--- src/rtl/usb_fifo_pkg.sv ---
// Shared types and defaults for the USB receive FIFO.
package usb_fifo_pkg;

    typedef enum logic [1:0] {
        RX_IDLE = 2'd0,
        RX_RECV = 2'd1,
        RX_DROP = 2'd2
    } rx_state_e;

    localparam int unsigned FIFO_DEPTH_LOG2_DEF = 6;

endpackage

--- src/rtl/fifo_ram.sv ---
// Byte storage for the receive FIFO: one synchronous write port, one asynchronous read port.
module fifo_ram #(
    parameter int unsigned ADDR_W = 6
) (
    input  logic              clk,
    input  logic              we,
    input  logic [ADDR_W-1:0] waddr,
    input  logic [7:0]        wdata,
    input  logic [ADDR_W-1:0] raddr,
    output logic [7:0]        rdata
);

    logic [7:0] mem [2**ADDR_W];

    always_ff @(posedge clk) begin
        if (we) begin
            mem[waddr] <= wdata;
        end
    end

    assign rdata = mem[raddr];

endmodule

--- src/rtl/usb_rx_fifo.sv ---
// Packet-aware receive FIFO: bytes stay tentative until end-of-packet, errored or
// overflowing packets are rolled back without touching committed data.
module usb_rx_fifo
    import usb_fifo_pkg::*;
#(
    parameter int unsigned DEPTH_LOG2 = FIFO_DEPTH_LOG2_DEF
) (
    input  logic                  clk,
    input  logic                  rst_n,
    input  logic                  in_valid,
    input  logic [7:0]            in_data,
    input  logic                  in_eop,
    input  logic                  in_err,
    input  logic                  rd,
    input  logic                  wr,
    output logic                  drdy,
    output logic [7:0]            d,
    output logic [DEPTH_LOG2:0]   level,
    output logic                  pkt_drop,
    output logic                  overflow
);

    typedef logic [DEPTH_LOG2:0] ptr_t;

    localparam ptr_t DEPTH_P = {1'b1, {DEPTH_LOG2{1'b0}}};

    rx_state_e state, state_n;
    ptr_t      rptr, cptr, wptr;
    ptr_t      rptr_n, cptr_n, wptr_n;
    ptr_t      occ;
    logic      full;
    logic      we;
    logic      drop_n, ovf_n;
    logic [7:0] rdata;

    assign occ   = wptr - rptr;
    assign full  = (occ == DEPTH_P);
    assign drdy  = (cptr != rptr);
    assign level = cptr - rptr;
    assign d     = drdy ? rdata : '0;

    // Write-side FSM; wptr only ever runs ahead of cptr inside RECV, so rollback is wptr <= cptr.
    always_comb begin
        state_n = state;
        wptr_n  = wptr;
        cptr_n  = cptr;
        we      = 1'b0;
        drop_n  = 1'b0;
        ovf_n   = 1'b0;
        case (state)
            RX_IDLE: begin
                if (in_valid && !in_err) begin
                    if (full) begin
                        ovf_n = 1'b1;
                        if (in_eop) begin
                            drop_n = 1'b1;
                        end else begin
                            state_n = RX_DROP;
                        end
                    end else begin
                        we     = 1'b1;
                        wptr_n = wptr + 1'b1;
                        if (in_eop) begin
                            cptr_n = wptr + 1'b1;
                        end else begin
                            state_n = RX_RECV;
                        end
                    end
                end
            end
            RX_RECV: begin
                if (in_err) begin
                    wptr_n  = cptr;
                    drop_n  = 1'b1;
                    state_n = RX_IDLE;
                end else if (in_valid && full) begin
                    ovf_n  = 1'b1;
                    wptr_n = cptr;
                    if (in_eop) begin
                        drop_n  = 1'b1;
                        state_n = RX_IDLE;
                    end else begin
                        state_n = RX_DROP;
                    end
                end else begin
                    if (in_valid) begin
                        we     = 1'b1;
                        wptr_n = wptr + 1'b1;
                    end
                    if (in_eop) begin
                        cptr_n  = wptr_n;
                        state_n = RX_IDLE;
                    end
                end
            end
            RX_DROP: begin
                if (in_eop || in_err) begin
                    drop_n  = 1'b1;
                    state_n = RX_IDLE;
                end
            end
            default: state_n = RX_IDLE;
        endcase
    end

    // Flush takes priority over pop.
    always_comb begin
        rptr_n = rptr;
        if (wr) begin
            rptr_n = cptr;
        end else if (rd && drdy) begin
            rptr_n = rptr + 1'b1;
        end
    end

    always_ff @(posedge clk or negedge rst_n) begin
        if (!rst_n) begin
            state    <= RX_IDLE;
            rptr     <= '0;
            cptr     <= '0;
            wptr     <= '0;
            pkt_drop <= 1'b0;
            overflow <= 1'b0;
        end else begin
            state    <= state_n;
            rptr     <= rptr_n;
            cptr     <= cptr_n;
            wptr     <= wptr_n;
            pkt_drop <= drop_n;
            overflow <= ovf_n;
        end
    end

    fifo_ram #(
        .ADDR_W (DEPTH_LOG2)
    ) u_ram (
        .clk   (clk),
        .we    (we),
        .waddr (wptr[DEPTH_LOG2-1:0]),
        .wdata (in_data),
        .raddr (rptr[DEPTH_LOG2-1:0]),
        .rdata (rdata)
    );

endmodule
--- config.mk ---
export PLATFORM = sky130hd
export DESIGN_NAME = usb_rx_fifo
export DESIGN_NICKNAME = d
export VERILOG_FILES = /design/src/rtl/usb_fifo_pkg.sv /design/src/rtl/fifo_ram.sv /design/src/rtl/usb_rx_fifo.sv
export SDC_FILE = /design/constraint.sdc
export NUM_CORES = 1
export LEC_CHECK = 0
export ABC_AREA = 1
export BUFFER_PORTS_ARGS = -buffer_cell sky130_fd_sc_hd__buf_2
export CORE_MARGIN = 10
export CORE_UTILIZATION = 35
export DETAILED_ROUTE_END_ITERATION = 7
export MAX_ROUTING_LAYER = met4
export PLACE_DENSITY = 0.51
export SYNTH_ARGS = -nofsm -noshare
export SYNTH_HDL_FRONTEND = slang
export SYNTH_SLANG_ARGS = --single-unit
export TNS_END_PERCENT = 20
--- constraint.sdc ---
create_clock -name clk -period 4.56 [get_ports clk]
set_input_delay 0.456 -clock clk [delete_from_list [all_inputs] [get_ports clk]]
set_output_delay 0.456 -clock clk [all_outputs]
set_load 0.05 [all_outputs]
Word-level counts from Yosys, hierarchy flattened:

Memories as Yosys holds them, arrays and structs flattened.
Index checks and enable logic that the tools add are counted.

* flip-flop bits (word level): 25
* memory bits (writable): 512
* bits of input ports: 15
* output and inout port bits: 18
* word-level logic and storage cells: 81
* memories: 1

* add/subtract/negate cells: 4
* equal/unequal tests: 13
* multiplexer cells: 46
* reduce and logical (&&, ||, !) cells: 11

Memory list
* u_ram.mem: words 64, width 8, read ports 1, clocked after memory_dff 0, write ports 1, line fifo_ram.sv:13 `logic [7:0] mem [2**ADDR_W];`

Operators by type and width (number)
* $mux 7: 13
* $pmux 7 s2: 2
* $mux 2: 9
* $mux 1: 17
* $ne 2x2->1 const B: 8
* $add 7x1->7 const B: 2
* $sub 7x7->7: 2
* $mux 8: 1
* $eq 7x7->1 const B: 1
* $ne 7x7->1: 1
* $reduce_and 7->1: 1
* $pmux 2 s3: 1
* $ne 4x4->1 const B: 1
* $pmux 1 s2: 2
* $reduce_and 4->1: 1
* $reduce_bool 2->1: 2
* $logic_and 1x1->1: 3
* $pmux 1 s3: 1
* $reduce_and 3->1: 1
* $eq 2x1->1 const B: 1
* $eq 2x2->1 const B: 1
* $logic_not 2->1: 1
* $logic_not 1->1: 1
* $logic_or 1x1->1: 1

Depth between registers and ports, before layout:

* word-level depth: 8
* mapped depth: 19
* depth with buffers taken out: 17

Cells and area by module:

A second synthesis with hierarchy kept.

* cell total of the unflattened synthesis: 2115
* area total of the unflattened synthesis: 23403.7 um2

By module, submodules not included
* fifo_ram: instances 1, cells an instance 1797, area each 21179.1 um2, sequential area each 15374.7 um2
* usb_rx_fifo: instances 1, cells an instance 318, area each 2224.6 um2, sequential area each 625.6 um2

Worst setup path before layout:

No wires, ideal clock.

* path kind: flip-flop to output port
* from: register rptr[2]
* to: output d[0]
* arrival: 2.866 ns
* required time: 4.104 ns
* path slack: 1.238 ns
* stages on the path, launching flop included: 10
* path buffers: 2
* cell sequence: dfrtp_1 buf_4 inv_1 buf_1 ha_1 nand2_1 nor2_1 nand4_1 inv_1 a21oi_1

* longest elaborated chain between the ends: 2
* elaborated cells between the ends (all ways): 3
* those cells by class: eq/ne: 1; mux: 1; memory: 1

RTL lines
* from (decl): line usb_rx_fifo.sv:28 `ptr_t rptr, cptr, wptr;`
* from (signal assigned): line usb_rx_fifo.sv:126 `rptr <= rptr_n;`
* $ne 7x7->1: line usb_rx_fifo.sv:38 `assign drdy = (cptr != rptr);`
* named net drdy: line usb_rx_fifo.sv:16 `output logic drdy,`
* $mux 8: line usb_rx_fifo.sv:40 `assign d = drdy ? rdata : '0;`
* to (decl): line usb_rx_fifo.sv:17 `output logic [7:0] d,`

The timed path passes the listed nets, and every way through them passes these cells.

Final worst setup path:

* from: register rptr[0]
* to: output d[3]

* longest elaborated chain between the ends: 2
* elaborated cells between the ends (all ways): 3
* those cells by class: eq/ne: 1; mux: 1; memory: 1

RTL lines (line)
* $mem_v2 64x8 or $ne 7x7->1 (tied branches)
* $mux 8 (*): usb_rx_fifo.sv:40

Mark *: on every way between the ends. The rest lies on a longest branch, timed or not.

==> impl_metrics.ini <==
[yosys]
syn_nets = 1928
async_flop_share = 0.0466
yosys_warnings = 0
ys_types = 41
synth_cells = 1898
synthesis.area_um2 = 22600
synth_edf_count = 512
ys_seq_elements = 537
synth-seq-area-share = 0.707
synth_top_flop_cell = edfxtp_1
syn_avg_cell_area_um2 = 11.9

[global_route]
grt_antenna_before_repair = 0
grt_pass1_vias = 15094
grt_max_degree = 198
grt_usage = 0.174
grt-ovfl-total = 0
grt_pass1_wl_um = 96600

[place]
place_area_um2 = 24000
portBuffers = 32
placed_cells = 2739
dp.final_hpwl_um = 37700
place.gp.congestion = 0.863

[finish]
num_antenna_cells = 0
final_common_cell = edfxtp_1
fin_util = 0.404
fillers = 6095
area_growth_pct = 14.6
final_cell_mix = edfxtp_1 (512), nor2_1 (421), o21ai_0 (264)
instances_no_fill = 2848
drive_gt1_frac = 0.105
design_area_um2 = 25900
layout.nets = 1974

[clock_network]
clkTransAtPathRegs_ns = 0.06
tritoncts = done
cts_buffers = 57
clockRootBuffer = clkbuf_16
cts_sinks = 537
htree_levels = 2
cts_resized = 0
clk_path_buf_depth = 3
clk_latency_ns = 0.64

[run_status]
status = completed

[sta]
drv_slew = 0
maxSlewHeadroom = 0.368
max_freq_mhz = 235
rsz0062_at_grt = no
post-route-min-period_ns = 4.26
tightestPinTransition_ns = 0.948
fin_crit_sh = 0.935
setup_viol = 0
fin_skew_ns = 0.0300
finalSetupTns_ns = 0
hold_violations = 0

[die]
die_h_um = 274
die_w_um = 274
start_util = 0.353
fp.dieArea_um2 = 75300
row_count = 93
coreArea_um2 = 64200
io_pins = 33

[setup_path]
cpPeakStageDelay_ns = 0.84
crit_path_max_fanout = 50
path_cells = buf_4, o21ai_0, o211ai_1, nand3_1, nand3_1, nand3_1, a21oi_1, buf_12
crit_buf_inv = 2
critPathSlowestCell = dfrtp_4
crit_type = flop to output pin
critPathLaunchType = flop
crit_top_cell = nand3_1
crit_family = compound AO/OA/AOI/OAI gates
crit_required_ns = 4.10
cp.arrival_ns = 3.81
end_kind = output pin

[hold_path]
hold_path_class = input port to flop

[job]
drv_cap = 0

[routing]
drc = 0
wl_per_cell_um = 22.6
viasPerCell = 5.29
drtAntennaViolNets = 0
drt_iter0_markers = 1420
drtPass1Iterations = 5
vias = 15070
wl_um = 64300

[power_and_ir_drop]
leakagePower_nw = 8.76
p_comb_frac = 0.382
irDropWorstVdd_mv = 1.26
p_seq_frac = 0.340
p_int_mw = 10.2
p_switching_mw = 6.96
cellPowerDensity_nw_per_um2 = 662
pwr-share-clk = 0.278
swShare = 0.405
## cell families after synthesis
logic type,synth area share
muxes,0.00398
buffers and inverters,0.0334
and+or+nand+nor,0.127
xor gates and xnor gates,0.00575
adders and majority gates,0.00862
DFF,0.707
AOI/OAI and AO/OA,0.114
## registers in the layout, indices dropped and copies added (netlist names)
register,flops
u_ram.mem,512
overflow,1
cptr,7
rptr,7
wptr,7
pkt_drop,1
state,2
## cells in the mapped netlist (16+ instances only)
master / n / area (um2)
a21oi_1: 54 / 270
a22oi_1: 16 / 120
buf_2: 30 / 150
clkbuf_1: 58 / 218
dfrtp_1: 25 / 626
edfxtp_1: 512 / 15400
inv_1: 58 / 218
nand2_1: 148 / 556
nand3_1: 92 / 460
nor2_1: 422 / 1580
o211ai_1: 64 / 480
o21ai_0: 264 / 1320
o21ai_1: 17 / 85.1
o22ai_1: 38 / 238
## metrics by stage
stage               total power, mW  hold slack [ns]  worst slack (ns)
floorplan                      10.1            0.160              1.24
global placement               12.5            0.485             0.973
detailed placement             12.5            0.484             0.982
CTS                            17.3           0.0405             0.297
global route                   18.1           0.0573            0.0934
finish                         17.2           0.0684             0.298
## worst paths after layout
path / to / from / cells after the start / slack, ns
worst max-delay path: d[3] / rptr[0]$_DFFE_PN0P_ / 8 / 0.30
worst min-delay path: overflow$_DFF_PN0_ / in_err / 2 / 0.07
worst max register to register: u_ram.mem[17][2]$_DFFE_PP_ / rptr[0]$_DFFE_PN0P_ / 11 / 1.05
worst min register to register: cptr[0]$_DFFE_PN0P_ / cptr[0]$_DFFE_PN0P_ / 2 / 0.49
max in group asynchronous: rptr[1]$_DFFE_PN0P_ / rst_n / 2 / 3.69
min in group asynchronous: state[1]$_DFFE_PN0P_ / rst_n / 2 / 0.38
## layer usage
layer | global-route usage | wire, um | share of wire | up-vias
li1 | - | - | - | 6966
met1 | 0.236 | 29200 | 0.45 | 7535
met2 | 0.268 | 29800 | 0.46 | 482
met3 | 0.0250 | 3900 | 0.061 | 87
met4 | 0.0493 | 1430 | 0.022 | 0
met5 | - | 0 | 0 | -
## power groups by stage
| stage | combinational, mW | sequential [mW] | clock (mW) |
|---|---|---|---|
| 3_5_place_dp | 6.55 | 5.95 | 0 |
| 2_1_floorplan | 4.33 | 5.79 | 0 |
| 4_1_cts | 6.58 | 5.84 | 4.85 |
| 3_3_place_gp | 6.57 | 5.94 | 0 |
| 5_1_grt | 7.17 | 5.88 | 5.05 |
| 6_report | 6.56 | 5.84 | 4.77 |
## cell type report
| type | count | area (um2) | area share |
|---|---|---|---|
| sequential | 537 | 16000 | 0.617 |
| multi-input combinational | 1186 | 5890 | 0.227 |
| clock buffer | 63 | 1460 | 0.0562 |
| tap | 855 | 1070 | 0.0412 |
| timing repair buffer | 95 | 788 | 0.0304 |
| clock inverter | 45 | 473 | 0.0182 |
| inverter | 67 | 262 | 0.0101 |
## repair_timing
| action | CTS | global route |
|---|---|---|
| hold endpoints to repair | 25 | 0 |
| buffers inserted | 0 | 0 |
| hold buffers | 1 | 0 |
Power figures use the tool's default switching activity.
